`config.mk`:
```
export PLATFORM = sky130hd
export DESIGN_NAME = wash_controller
export DESIGN_NICKNAME = d
export VERILOG_FILES = /design/src/rtl/wash_controller.sv
export SDC_FILE = /design/constraint.sdc
export NUM_CORES = 1
export LEC_CHECK = 0
export CAP_MARGIN = 20
export CORE_MARGIN = 10
export CORE_UTILIZATION = 40
export DETAILED_ROUTE_END_ITERATION = 6
export GPL_ROUTABILITY_DRIVEN = 0
export GPL_TIMING_DRIVEN = 0
export HOLD_SLACK_MARGIN = 0.02
export SYNTH_ARGS = -nofsm -noshare
export SYNTH_HDL_FRONTEND = slang
export SYNTH_SLANG_ARGS = --single-unit
```
`constraint.sdc`:
```
create_clock -name clock -period 3.25 [get_ports clock]
set_clock_uncertainty 0.15 [all_clocks]
set_input_delay 0.65 -clock clock [delete_from_list [all_inputs] [get_ports clock]]
set_output_delay 0.65 -clock clock [all_outputs]
set_load 0.03 [all_outputs]
```
`src/rtl/wash_controller.sv`:
```
// wash_controller
// ---------------
// Washing-machine sequencer that sits directly upstream of the stage timer.
// It walks the machine through door check, fill, heat, wash, rinse and spin.
// It publishes its state code to the timer and reacts to the timer's
// completion flags. It also drives the actuator enables and latches the door,
// runs a per-stage watchdog, and reports completion and faults.
//
// Ports
//   clock           system clock, everything on the rising edge
//   reset_n         synchronous active-low reset
//   start           user start request (level), honoured only in IDLE
//   door_closed     door switch, 1 = closed
//   cold_wash       1 = skip HEAT_WATER, looked at when FILL_WATER completes
//   clear           acknowledge: leaves DONE, clears a fault while in IDLE
//   sig_Full        fill complete (from timer)
//   sig_Temperature heat complete (from timer)
//   sig_Completed   wash / rinse / spin complete (from timer)
//   state           current state code (to timer)
//   water_valve, heater, motor_wash, motor_spin, drain_valve  actuator enables
//   door_lock       door latch, held in states 1..6
//   done            cycle finished, held in DONE
//   fault           00 none, 01 door opened, 10 stage timeout, 11 door never closed

module wash_controller #(
  parameter int STAGE_TIMEOUT = 16,
  parameter int TO_WIDTH      = 8
) (
  input  logic       clock,
  input  logic       reset_n,
  input  logic       start,
  input  logic       door_closed,
  input  logic       cold_wash,
  input  logic       clear,
  input  logic       sig_Full,
  input  logic       sig_Temperature,
  input  logic       sig_Completed,
  output logic [2:0] state,
  output logic       water_valve,
  output logic       heater,
  output logic       motor_wash,
  output logic       motor_spin,
  output logic       drain_valve,
  output logic       door_lock,
  output logic       done,
  output logic [1:0] fault
);

  // The state codes are shared with the stage timer, so the values are fixed.
  typedef enum logic [2:0] {
    S_IDLE       = 3'd0,
    S_DOOR_CHECK = 3'd1,
    S_FILL_WATER = 3'd2,
    S_HEAT_WATER = 3'd3,
    S_WASH       = 3'd4,
    S_RINSE      = 3'd5,
    S_SPIN       = 3'd6,
    S_DONE       = 3'd7
  } state_t;

  localparam logic [1:0] FAULT_NONE    = 2'b00;
  localparam logic [1:0] FAULT_DOOR    = 2'b01;
  localparam logic [1:0] FAULT_TIMEOUT = 2'b10;
  localparam logic [1:0] FAULT_NODOOR  = 2'b11;

  // The watchdog holds (cycles spent in the stage - 1). This value is the
  // last cycle a stage may occupy.
  localparam logic [TO_WIDTH-1:0] WD_LIMIT = TO_WIDTH'(STAGE_TIMEOUT - 1);

  state_t              cur_state;
  state_t              nxt_state;
  state_t              adv_state;
  logic [1:0]          nxt_fault;
  logic                stage_flag;
  logic                wd_hit;
  logic [TO_WIDTH-1:0] watchdog;
  logic [6:0]          nxt_outs;

  assign wd_hit = (watchdog == WD_LIMIT);

  // Next-state and next-fault decision. In the timed stages, a door-open
  // event is checked first, then the stage's own completion flag, then the
  // watchdog. This order makes a door fault beat completion, and makes
  // completion beat a timeout that lands on the same cycle.
  always_comb begin
    nxt_state  = cur_state;
    nxt_fault  = fault;
    stage_flag = 1'b0;
    adv_state  = cur_state;
    case (cur_state)
      S_IDLE: begin
        if (clear)
          nxt_fault = FAULT_NONE;
        else if (start && (fault == FAULT_NONE))
          nxt_state = S_DOOR_CHECK;
      end
      S_DOOR_CHECK: begin
        if (door_closed)
          nxt_state = S_FILL_WATER;
        else if (wd_hit) begin
          nxt_state = S_IDLE;
          nxt_fault = FAULT_NODOOR;
        end
      end
      S_FILL_WATER: begin
        stage_flag = sig_Full;
        adv_state  = cold_wash ? S_WASH : S_HEAT_WATER;
      end
      S_HEAT_WATER: begin
        stage_flag = sig_Temperature;
        adv_state  = S_WASH;
      end
      S_WASH: begin
        stage_flag = sig_Completed;
        adv_state  = S_RINSE;
      end
      S_RINSE: begin
        stage_flag = sig_Completed;
        adv_state  = S_SPIN;
      end
      S_SPIN: begin
        stage_flag = sig_Completed;
        adv_state  = S_DONE;
      end
      S_DONE: begin
        if (clear)
          nxt_state = S_IDLE;
      end
      default: nxt_state = S_IDLE;
    endcase

    if ((cur_state >= S_FILL_WATER) && (cur_state <= S_SPIN)) begin
      if (!door_closed) begin
        nxt_state = S_IDLE;
        nxt_fault = FAULT_DOOR;
      end else if (stage_flag) begin
        nxt_state = adv_state;
      end else if (wd_hit) begin
        nxt_state = S_IDLE;
        nxt_fault = FAULT_TIMEOUT;
      end
    end
  end

  // The output pattern is decoded from the state being entered. Because it is
  // registered on the same edge, the actuators always agree with `state`.
  // Bit order: water, heater, wash, spin, drain, lock, done.
  always_comb begin
    nxt_outs = 7'b0000000;
    case (nxt_state)
      S_DOOR_CHECK: nxt_outs = 7'b0000010;
      S_FILL_WATER: nxt_outs = 7'b1000010;
      S_HEAT_WATER: nxt_outs = 7'b0100010;
      S_WASH:       nxt_outs = 7'b0010010;
      S_RINSE:      nxt_outs = 7'b0010110;
      S_SPIN:       nxt_outs = 7'b0001110;
      S_DONE:       nxt_outs = 7'b0000001;
      default:      nxt_outs = 7'b0000000;
    endcase
  end

  // State, fault, watchdog and output registers. The watchdog restarts at
  // zero on every state change and saturates rather than wrapping.
  always_ff @(posedge clock) begin
    if (!reset_n) begin
      cur_state   <= S_IDLE;
      fault       <= FAULT_NONE;
      watchdog    <= '0;
      water_valve <= 1'b0;
      heater      <= 1'b0;
      motor_wash  <= 1'b0;
      motor_spin  <= 1'b0;
      drain_valve <= 1'b0;
      door_lock   <= 1'b0;
      done        <= 1'b0;
    end else begin
      cur_state <= nxt_state;
      fault     <= nxt_fault;
      if ((nxt_state != cur_state) || (cur_state == S_IDLE) || (cur_state == S_DONE))
        watchdog <= '0;
      else if (watchdog != '1)
        watchdog <= watchdog + 1'b1;
      {water_valve, heater, motor_wash, motor_spin, drain_valve, door_lock, done} <= nxt_outs;
    end
  end

  assign state = cur_state;

endmodule

```
==> key figures <==
Floorplanning
  – Rows: 19
  – Initial Utilization: 0.426
  – Core ar.: 2830 sq um
  – Die Y: 74.9 um
  – Die Wd: 74.9 um
  – # IOs: 21
  – Die area: 5610 sq um

Power and ir drop
  – Leakage: 0.000543 uW
  – Power Total: 628 uW
  – Peak supply drop: 0.000307 V
  – Power Density: 422 nW/um^2

Yosys
  – Yosys warns: 0
  – Ys async rst share: 0
  – Mapped Nets: 140
  – Seq/Total Area, Yosys: 0.332
  – Synth cell types: 47
  – Cell count after synthesis: 130
  – Yosys reg bits: 20
  – Synth Area per Inst: 9.27 sq um
  – Post-synth EDFFs: 0
  – Top_reg_cell synth: dfxtp_1
  – Syn Std Cell Area: 1200 sq um

Route
  – DR vias: 1041
  – Routed Antenna Nets: 0
  – # DRC: 0
  – 1st-pass router iterations: 4
  – Vias per cell: 5.66
  – Final WL: 2860 um
  – WL/cell: 15.5 um
  – Iter 0 DRT Violations: 59

Worst hold path
  – Hold_sp: fault[1]
  – HP Class: reg2reg

Place
  – Port-buffer cells: 19
  – Detail Placement HPWL: 2160 um

Clock tree
  – Worst-path clk slew: 0.13 ns
  – CTS Buf Count: 3
  – CTS tree: done
  – Post-CTS Hold Buffers: 0
  – CTS root buf: clkbuf_4
  – Clock buffer depth: 2
  – # clock sinks: 20
  – Clk_lat worst skew: 0.31 ns
  – Resized Gates After CTS: 0
  – Post-CTS setup buffers: 0
  – H-tree depth: 1

STA
  – Final hold violations: 0
  – RSZ-0062 raised after global routing: no
  – Final Cycle Share: 0.890
  – Setup_tns: 0 ns
  – Crit path time final: 2.89 ns
  – Max-slew headroom: 0.531
  – Fmax: 346 MHz
  – Hold WS: 0.438 ns
  – Final Slew Violations: 0
  – Setup violations, final: 0
  – Worst slew pin tran: 0.684 ns

Global route
  – GRT Util Overall: 0.109
  – Largest net degree at the start of global routing: 13
  – First-pass GRT wire length: 4860 um
  – Vias in the first global route: 1014
  – Gr ovfl total: 0
  – Initial antenna violation count: 0

Layout
  – Layout cell share with drive strength beyond 1: 0.150
  – Final Util: 0.525
  – Layout area overhead: 23.4%
  – Fin nets: 164
  – Layout fillers: 272
  – Number of diodes: 0

Worst setup path
  – Critical Path End Type: flip-flop
  – Critical Path Fanout Max: 8
  – Crit path DAT: 2.93 ns
  – Setup crit start kind: input port
  – Reg2Reg Setup Slack: 0.66 ns
  – Crit Reg-Reg Startpoint: state[1]
  – Crit path from: sig_Temperature
  – Critical path class: in2reg
  – CP required: 3.29 ns

Run status
  – Outcome: finished clean

Job
  – Max cap viols: 0
[worst paths after layout]
| path | endpoint | depth (start not counted) |
|---|---|---|
| worst max-delay path | watchdog[7] | 7 |
| worst min-delay path | fault[1] | 2 |
| worst max register to register | watchdog[7] | 7 |
| worst min register to register | fault[1] | 2 |
[metrics by stage]
| step | setup WS, ns | std cells | instance area [sq um] |
|---|---|---|---|
| after floorplan | 0.818 | 130 | 1200 |
| after global placement | 0.0456 | 180 | 1430 |
| after detailed placement | 0.0313 | 180 | 1430 |
| after CTS | 0.342 | 184 | 1490 |
| after global routing | 0.185 | 184 | 1490 |
| final | 0.357 | 184 | 1490 |
[synthesized netlist by cell type, types with 2 or more instances]
master     n  area [sq um]
a211oi_4   2          40.0
a21oi_1    6          30.0
a31oi_1    3          18.8
and2_1     2          12.5
and3_1     3          18.8
buf_2      4          20.0
buf_4      2          15.0
clkbuf_1   2          7.51
dfxtp_1   20           400
inv_1      2          7.51
mux2i_1    4          40.0
nand2_1    8          30.0
nand2b_1   2          12.5
nand3_1    6          30.0
nand3b_1   4          30.0
nand4_1    2          12.5
nor2_1    10          37.5
nor2b_1    2          12.5
nor3b_1    4          30.0
nor4_1     8          50.1
nor4b_1    2          17.5
o21ai_0    4          20.0
xnor2_1    2          17.5
xor2_1     2          17.5
xor2_2     2          32.5
[layout by cell type (no fill, tap or decap), types with 2 or more instances in the layout]
| master | n |
|---|---|
| clkbuf_4 | 3 |
| o21ai_0 | 4 |
| buf_4 | 2 |
| and2_1 | 2 |
| nor4_1 | 8 |
| a211oi_4 | 2 |
| buf_2 | 4 |
| mux2i_1 | 4 |
| inv_1 | 2 |
| dfxtp_1 | 20 |
| nand2b_1 | 2 |
| nor2b_1 | 2 |
| xor2_1 | 2 |
| nor4b_1 | 2 |
| a31oi_1 | 3 |
| nor3b_1 | 4 |
| nor2_1 | 10 |
| nand3b_1 | 4 |
| nand2_1 | 8 |
| xnor2_1 | 2 |
| xor2_2 | 2 |
| clkbuf_1 | 2 |
| a21oi_1 | 6 |
| and3_1 | 3 |
| nand4_1 | 2 |
| clkdlybuf4s50_1 | 19 |
| nand3_1 | 6 |
[flip-flops by register name, summed over array words and instances, names as in the netlist]
| signal | flops |
|---|---|
| drain_valve | 1 |
| motor_wash | 1 |
| watchdog | 8 |
| fault | 2 |
| heater | 1 |
| door_lock | 1 |
| state | 3 |
| done | 1 |
| water_valve | 1 |
| motor_spin | 1 |
[critical path, stage by stage]
cell             delay (ns)
clkdlybuf4s50_1        0.55
and4bb_2               0.28
nor4_4                 0.25
o21bai_4               0.14
a211oi_4               0.29
mux2i_1                0.64
nor4_1                 0.12
[per-layer routing]
metal | vias up | part of all wire | global-route usage
li1 | 529 | - | -
met1 | 489 | 0.48 | 0.132
met2 | 19 | 0.44 | 0.171
met3 | 4 | 0.077 | 0.0460
met4 | 0 | 0.011 | 0.0315
met5 | - | 0 | 0
[logic make-up after synthesis]
group | after synthesis | share of synthesized area
buf+inv | 10 | 0.0415
xor+xnor | 6 | 0.0561
flops | 20 | 0.332
compound gates | 24 | 0.168
fa+ha+maj | 1 | 0.0104
simple gates | 65 | 0.358
mux | 4 | 0.0332
[area by class of cell]
type	count	area, sq um	area share
multi-input cells	100	754	0.508
clock inverters	1	30.0	0.0202
clock buffers	3	22.5	0.0152
repair buffers	19	190	0.128
inverters	2	7.51	0.00505
plain buffers	8	42.5	0.0286
flip-flops and latches	20	400	0.269
well taps	31	38.8	0.0261
[report_power, final]
part / switching (uW) / internal, uW / total [uW] / leakage [uW]
Clock: 81.4 / 125 / 206 / 0.0000279
Sequential: 6.03 / 254 / 260 / 0.000162
Combinational: 97.3 / 64.4 / 162 / 0.000353
Total: 185 / 443 / 628 / 0.000543
No activity file was read; power rests on OpenSTA's default activity.
